[config.mk]
export PLATFORM = sky130hd
export DESIGN_NAME = toggle_decoder
export DESIGN_NICKNAME = d
export VERILOG_FILES = /design/src/rtl/toggle_pkg.sv /design/src/rtl/sync_chain.sv /design/src/rtl/toggle_decoder.sv
export SDC_FILE = /design/constraint.sdc
export NUM_CORES = 1
export LEC_CHECK = 0
export CAP_MARGIN = 0
export CORE_MARGIN = 4
export CORE_UTILIZATION = 28
export CTS_BUF_LIST = sky130_fd_sc_hd__clkbuf_4 sky130_fd_sc_hd__clkbuf_8 sky130_fd_sc_hd__clkbuf_16
export DETAILED_ROUTE_END_ITERATION = 10
export GPL_ROUTABILITY_DRIVEN = 0
export GPL_TIMING_DRIVEN = 0
export HOLD_SLACK_MARGIN = 0.06
export PLACE_DENSITY = 0.61
export SLEW_MARGIN = 20
export SYNTH_ARGS = -nofsm -noshare
export SYNTH_HDL_FRONTEND = slang
export SYNTH_SLANG_ARGS = --single-unit
[constraint.sdc]
create_clock -name clk -period 1.65 [get_ports clk]
set_input_delay 0.4125 -clock clk [delete_from_list [all_inputs] [get_ports clk]]
set_output_delay 0.4125 -clock clk [all_outputs]
set_load 0.01 [all_outputs]
[src/rtl/toggle_pkg.sv]
// ---------------------------------------------------------------------------
// toggle_pkg
// Shared constants and helpers for the toggle-encoded event line decoder.
//   SYNC_STAGES_DEFAULT : default synchronizer depth on the event line
//   MAX_PEND_DEFAULT    : default capacity of the pending-event counter
//   cnt_width()         : smallest counter width able to hold max_pend
// ---------------------------------------------------------------------------
package toggle_pkg;

    localparam int SYNC_STAGES_DEFAULT = 2;
    localparam int MAX_PEND_DEFAULT    = 15;

    // Width of a counter that must represent 0..max_pend inclusive.
    function automatic int cnt_width(input int max_pend);
        int w;
        w = $clog2(max_pend + 1);
        return (w < 1) ? 1 : w;
    endfunction

endpackage : toggle_pkg

[src/rtl/sync_chain.sv]
// ---------------------------------------------------------------------------
// sync_chain
// STAGES-deep flop synchronizer with synchronous active-high reset.
// Reused by the encoder-side test harness.
//   clk  : destination clock
//   rst  : synchronous, active-high reset (chain clears to 0)
//   d_i  : asynchronous input level
//   q_o  : synchronized level (last stage)
// ---------------------------------------------------------------------------
module sync_chain #(
    parameter int STAGES = 2
) (
    input  logic clk,
    input  logic rst,
    input  logic d_i,
    output logic q_o
);

    logic [STAGES-1:0] sync_q;

    // NOTE: the chain is reset so that a line held high through reset is seen
    // as a defined 0->1 edge after release rather than an unknown start level.
    always_ff @(posedge clk) begin
        if (rst) begin
            sync_q <= '0;
        end else begin
            // NOTE: non-blocking assignment makes every stage sample the old
            // value of its predecessor, giving a true shift by one per edge.
            sync_q <= {sync_q[STAGES-2:0], d_i};
        end
    end

    assign q_o = sync_q[STAGES-1];

endmodule : sync_chain

[src/rtl/toggle_decoder.sv]
// ---------------------------------------------------------------------------
// toggle_decoder
// Receive side of a toggle-encoded event line. Every level change on tog_in
// becomes one event: a one-cycle pulse plus an entry in a pending counter
// drained over a valid/ready handshake. Dropped events set a sticky flag.
//   clk         : system clock, all state on rising edge
//   rst         : synchronous, active-high reset
//   tog_in      : toggle-encoded event line, asynchronous to clk
//   tog_level   : synchronized level of tog_in
//   tog_level_n : inverse of tog_level
//   pulse_out   : one-cycle pulse per detected toggle
//   ev_valid    : at least one event pending
//   ev_ready    : consumer takes one event when ev_valid is high
//   pend_count  : number of pending events
//   overflow    : sticky, an event was dropped with the counter full
//   clr_ovf     : clears overflow on the next edge (a new overflow wins)
// ---------------------------------------------------------------------------
module toggle_decoder
    import toggle_pkg::*;
#(
    parameter int SYNC_STAGES = SYNC_STAGES_DEFAULT,
    parameter int MAX_PEND    = MAX_PEND_DEFAULT,
    parameter int CNT_W       = cnt_width(MAX_PEND)
) (
    input  logic             clk,
    input  logic             rst,
    input  logic             tog_in,
    output logic             tog_level,
    output logic             tog_level_n,
    output logic             pulse_out,
    output logic             ev_valid,
    input  logic             ev_ready,
    output logic [CNT_W-1:0] pend_count,
    output logic             overflow,
    input  logic             clr_ovf
);

    localparam logic [CNT_W-1:0] MAX_PEND_C = CNT_W'(MAX_PEND);
    localparam logic [CNT_W-1:0] ONE_C      = CNT_W'(1);

    logic             sync_level;
    logic             level_q;
    logic             pulse_q;
    logic             valid_q;
    logic             ovf_q;
    logic             ovf_d;
    logic [CNT_W-1:0] count_q;
    logic [CNT_W-1:0] count_d;
    logic             inc;
    logic             dec;

    sync_chain #(
        .STAGES (SYNC_STAGES)
    ) u_sync (
        .clk (clk),
        .rst (rst),
        .d_i (tog_in),
        .q_o (sync_level)
    );

    // The registered level doubles as the edge-detect history, so the edge,
    // pulse and counter all move on the same clock edge.
    assign inc = sync_level ^ level_q;
    // valid_q always mirrors count_q != 0, so dec can never underflow.
    assign dec = valid_q & ev_ready;

    always_comb begin
        // NOTE: defaults first so every path assigns count_d/ovf_d; without
        // them the partial if/else below would infer latches.
        count_d = count_q;
        ovf_d   = clr_ovf ? 1'b0 : ovf_q;
        if (inc && !dec) begin
            if (count_q == MAX_PEND_C) begin
                ovf_d = 1'b1;  // drop the event; set beats a same-cycle clear
            end else begin
                count_d = count_q + ONE_C;
            end
        end else if (dec && !inc) begin
            count_d = count_q - ONE_C;
        end
    end

    always_ff @(posedge clk) begin
        if (rst) begin
            level_q <= 1'b0;
            pulse_q <= 1'b0;
            count_q <= '0;
            valid_q <= 1'b0;
            ovf_q   <= 1'b0;
        end else begin
            level_q <= sync_level;
            pulse_q <= inc;
            count_q <= count_d;
            // Registered from next-state so ev_valid matches pend_count in
            // the same cycle with no path from ev_ready.
            valid_q <= (count_d != '0);
            ovf_q   <= ovf_d;
        end
    end

    assign tog_level   = level_q;
    assign tog_level_n = ~level_q;
    assign pulse_out   = pulse_q;
    assign ev_valid    = valid_q;
    assign pend_count  = count_q;
    assign overflow    = ovf_q;

endmodule : toggle_decoder

==> reports/metrics.yaml <==
routing:
  num_vias: 439
  first_pass_iters: 3
  drc: 0
  drt_iter0_markers: 2
  drt-total-wl_um: 959
  vias_per_cell: 4.57
  ant_nets: 0
  wire_per_inst_um: 9.99
global_routing:
  grtUsageTotal_pct: 9.66
  grt_pass1_vias: 422
  grt_pass1_wl_um: 1860
  grt_max_degree: 10
  overflow: 0
  antenna_found_initial: 0
critical_path:
  worstRegToRegCells: 5
  cp-end-kind: "output port"
  worst_path_largest_cell_delay_ns: 0.55
  criticalPathCategory: "register to output port"
  path_depth: 1
  worst_path_max_delay_cell: "clkdlybuf4s50_1"
  critPathLaunchType: "register"
  cp_max_fo: 4
  required_ns: 1.24
  crit_arrival_ns: 1.20
  path_delay_family: "buffers and inverters"
  critPathBufInv: 1
  path_cells: "clkdlybuf4s50_1"
timing:
  report.final.slew_viol_count: 0
  finClkSkew_ns: 0.00573
  fin_crit_sh_pct: 97.6
  grt_setup_unrepaired: "true"
  worstMarginPinSlew_ns: 0.228
  fin_setup_tns_ns: 0
  relSlewSlack_pct: 84.8
  finalHoldViolCount: 0
  whs_ns: 0.381
  max_freq_ghz: 0.621
  setup_viol: 0
  period_minus_slack_ns: 1.61
clock_tree:
  cts_max_level: 1
  cts.path.max_buffers: 2
  cts_tree: "yes"
  clock_latency_ns: 0.26
  cts_root_buf: "clkbuf_4"
  numCtsBuffers: 3
  hold_buffers: 0
  cts_sinks: 10
  path_clk_slew_ns: 0.06
cells_and_area:
  syn_to_final_growth_pct: 39.2
  fin_nets: 80
  final_cell_area_um2: 702
  drive_gt1_share_pct: 19.7
  multi_input_area_um2: 288
  n_fill_cell: 163
  seq_area_um2: 208
  fin_util_pct: 41.1
  n_antenna_cell: 0
power:
  clock_power_share_pct: 18.0
  p_seq_share_pct: 40.6
  cell_internal_pwr_uw: 596
  share_comb_of_total_power_pct: 41.5
  power.density_mw_per_mm2: 1290
  ir_drop_v: 0.000616
  leakagePower_nw: 0.337
  p_sw_share_pct: 34.1
  power_switching_uw: 309
die:
  coreArea_mm2: 0.00171
  initial_utilization_pct: 29.5
  io_pins: 14
  fp.dieW_um: 50.4
  die-height_um: 50.4
  die-area_mm2: 0.00254
  placement_rows: 15
logic_synthesis:
  yosys.area.top_type_share_pct: 39.7
  synth_warnings: 0
  netlist_top_cells_count: "10 x dfxtp_1, 5 x inv_1, 5 x nand2_1"
  synth_edf_count: 0
  async_flop_share_pct: 0
  ys_types: 24
  seq_area_frac_synth_pct: 39.7
  synth_cells: 56
  netlist_top_cells_area: "dfxtp_1 40%, ha_1 5.0%, nor2b_1 5.0%, nand3_1 4.0%, inv_1 3.7%"
  synth.avg_cell_area_um2: 9.00
  synth_largest_area_cell: "dfxtp_1"
  syn_nets: 63
  synth_most_common_cell: "dfxtp_1"
  synth.cell_area_um2: 504
  ys_ff_latch: 10
  ys.flop_type: "dfxtp_1"
place:
  placed_cell_area_um2: 656
  hpwlAfterDp_um: 750
  port-buffer-count: 12
worst_hold_path:
  min_path_type: "primary input to register"
  holdPathStages: 2
run:
  maxCapViolCount: 0
run_status:
  status: "finished, final reports clean"
layer usage:
metal | vias to the layer above | GRT usage, % | wire [um]
met2 | 10 | 14.1 | 406
met3 | 2 | 4.75 | 72
met4 | 0 | 2.69 | 11
met1 | 199 | 12.5 | 469
li1 | 228 | - | -
met5 | - | 0 | 0
logic make-up after synthesis:
family,Yosys count,share of synthesized area (%)
AO/OA/AOI/OAI,7,11.7
XOR/XNOR,3,6.70
adder cells (fa/ha/maj),2,4.96
buffers and inverters,6,5.21
flip-flops,10,39.7
multiplexers,1,1.99
AND/OR/NAND/NOR,27,29.8
power groups by stage:
stage,registers [mW],clock network (mW),logic (mW)
global route,0.383,0.181,0.421
finish,0.367,0.162,0.375
global placement,0.361,0,0.376
detailed placement,0.362,0,0.376
CTS,0.366,0.171,0.382
floorplan,0.371,0,0.226
worst paths after layout:
| check | start | endpoint | slack (ns) |
|---|---|---|---|
| max | tog_level | tog_level | 0.04 |
| min reg2reg | u_sync.sync_q[0] | u_sync.sync_q[1] | 0.45 |
| min | rst | pend_count[0] | 0.38 |
| max reg2reg | tog_level | ev_valid | 0.07 |
through the flow:
stage	power (mW)	cells	setup WS, ns
5_1_grt	0.984	96	-0.0208
2_1_floorplan	0.597	56	0.0678
3_5_place_dp	0.738	93	-0.459
4_1_cts	0.918	96	0.0150
3_3_place_gp	0.738	93	-0.471
6_report	0.905	96	0.0391
state kept, by name, indices dropped and copies added (netlist names):
register	count
u_sync.sync_q	2
pend_count	4
ev_valid	1
overflow	1
pulse_out	1
tog_level	1
what timing repair did:
item | CTS | global route
pin swaps | 1 | 0
endpoints found under the hold margin | 0 | 0
buffers inserted | 0 | 0
endpoints found under the setup margin | 7 | 6
gates resized for setup | 7 | 5
area by class of cell:
type | instances | share of cell area [%]
timing repair buffer | 12 | 18.0
clock buffer | 3 | 3.21
sequential | 10 | 29.6
buffer | 1 | 1.07
inverter | 5 | 2.67
tap | 25 | 4.46
multi-input combinational | 40 | 41.0
layout by cell type, fill, tap and decap left out, drive strengths merged, types with 2 or more instances in the layout:
cell type,Yosys,routed
a211o,2,2
a211oi,2,2
and3,3,3
clkbuf,0,3
clkdlybuf4s50,0,8
dfxtp,10,10
dlymetal6s2s,0,3
ha,2,2
inv,5,5
nand2,5,5
nand3,4,4
nor2,4,4
nor2b,4,4
or3,2,2
xnor2,2,2
worst register-to-register path: cells and delay by family, from the launching register on:
| kind | cells | cell delay (ns) |
|---|---|---|
| xor gates and xnor gates | 1 | 0.23 |
| and+or+nand+nor | 3 | 0.56 |
| DFF | 1 | 0.39 |
| AOI/OAI and AO/OA | 1 | 0.30 |
Note: power is estimated with default switching activity, not from simulation.
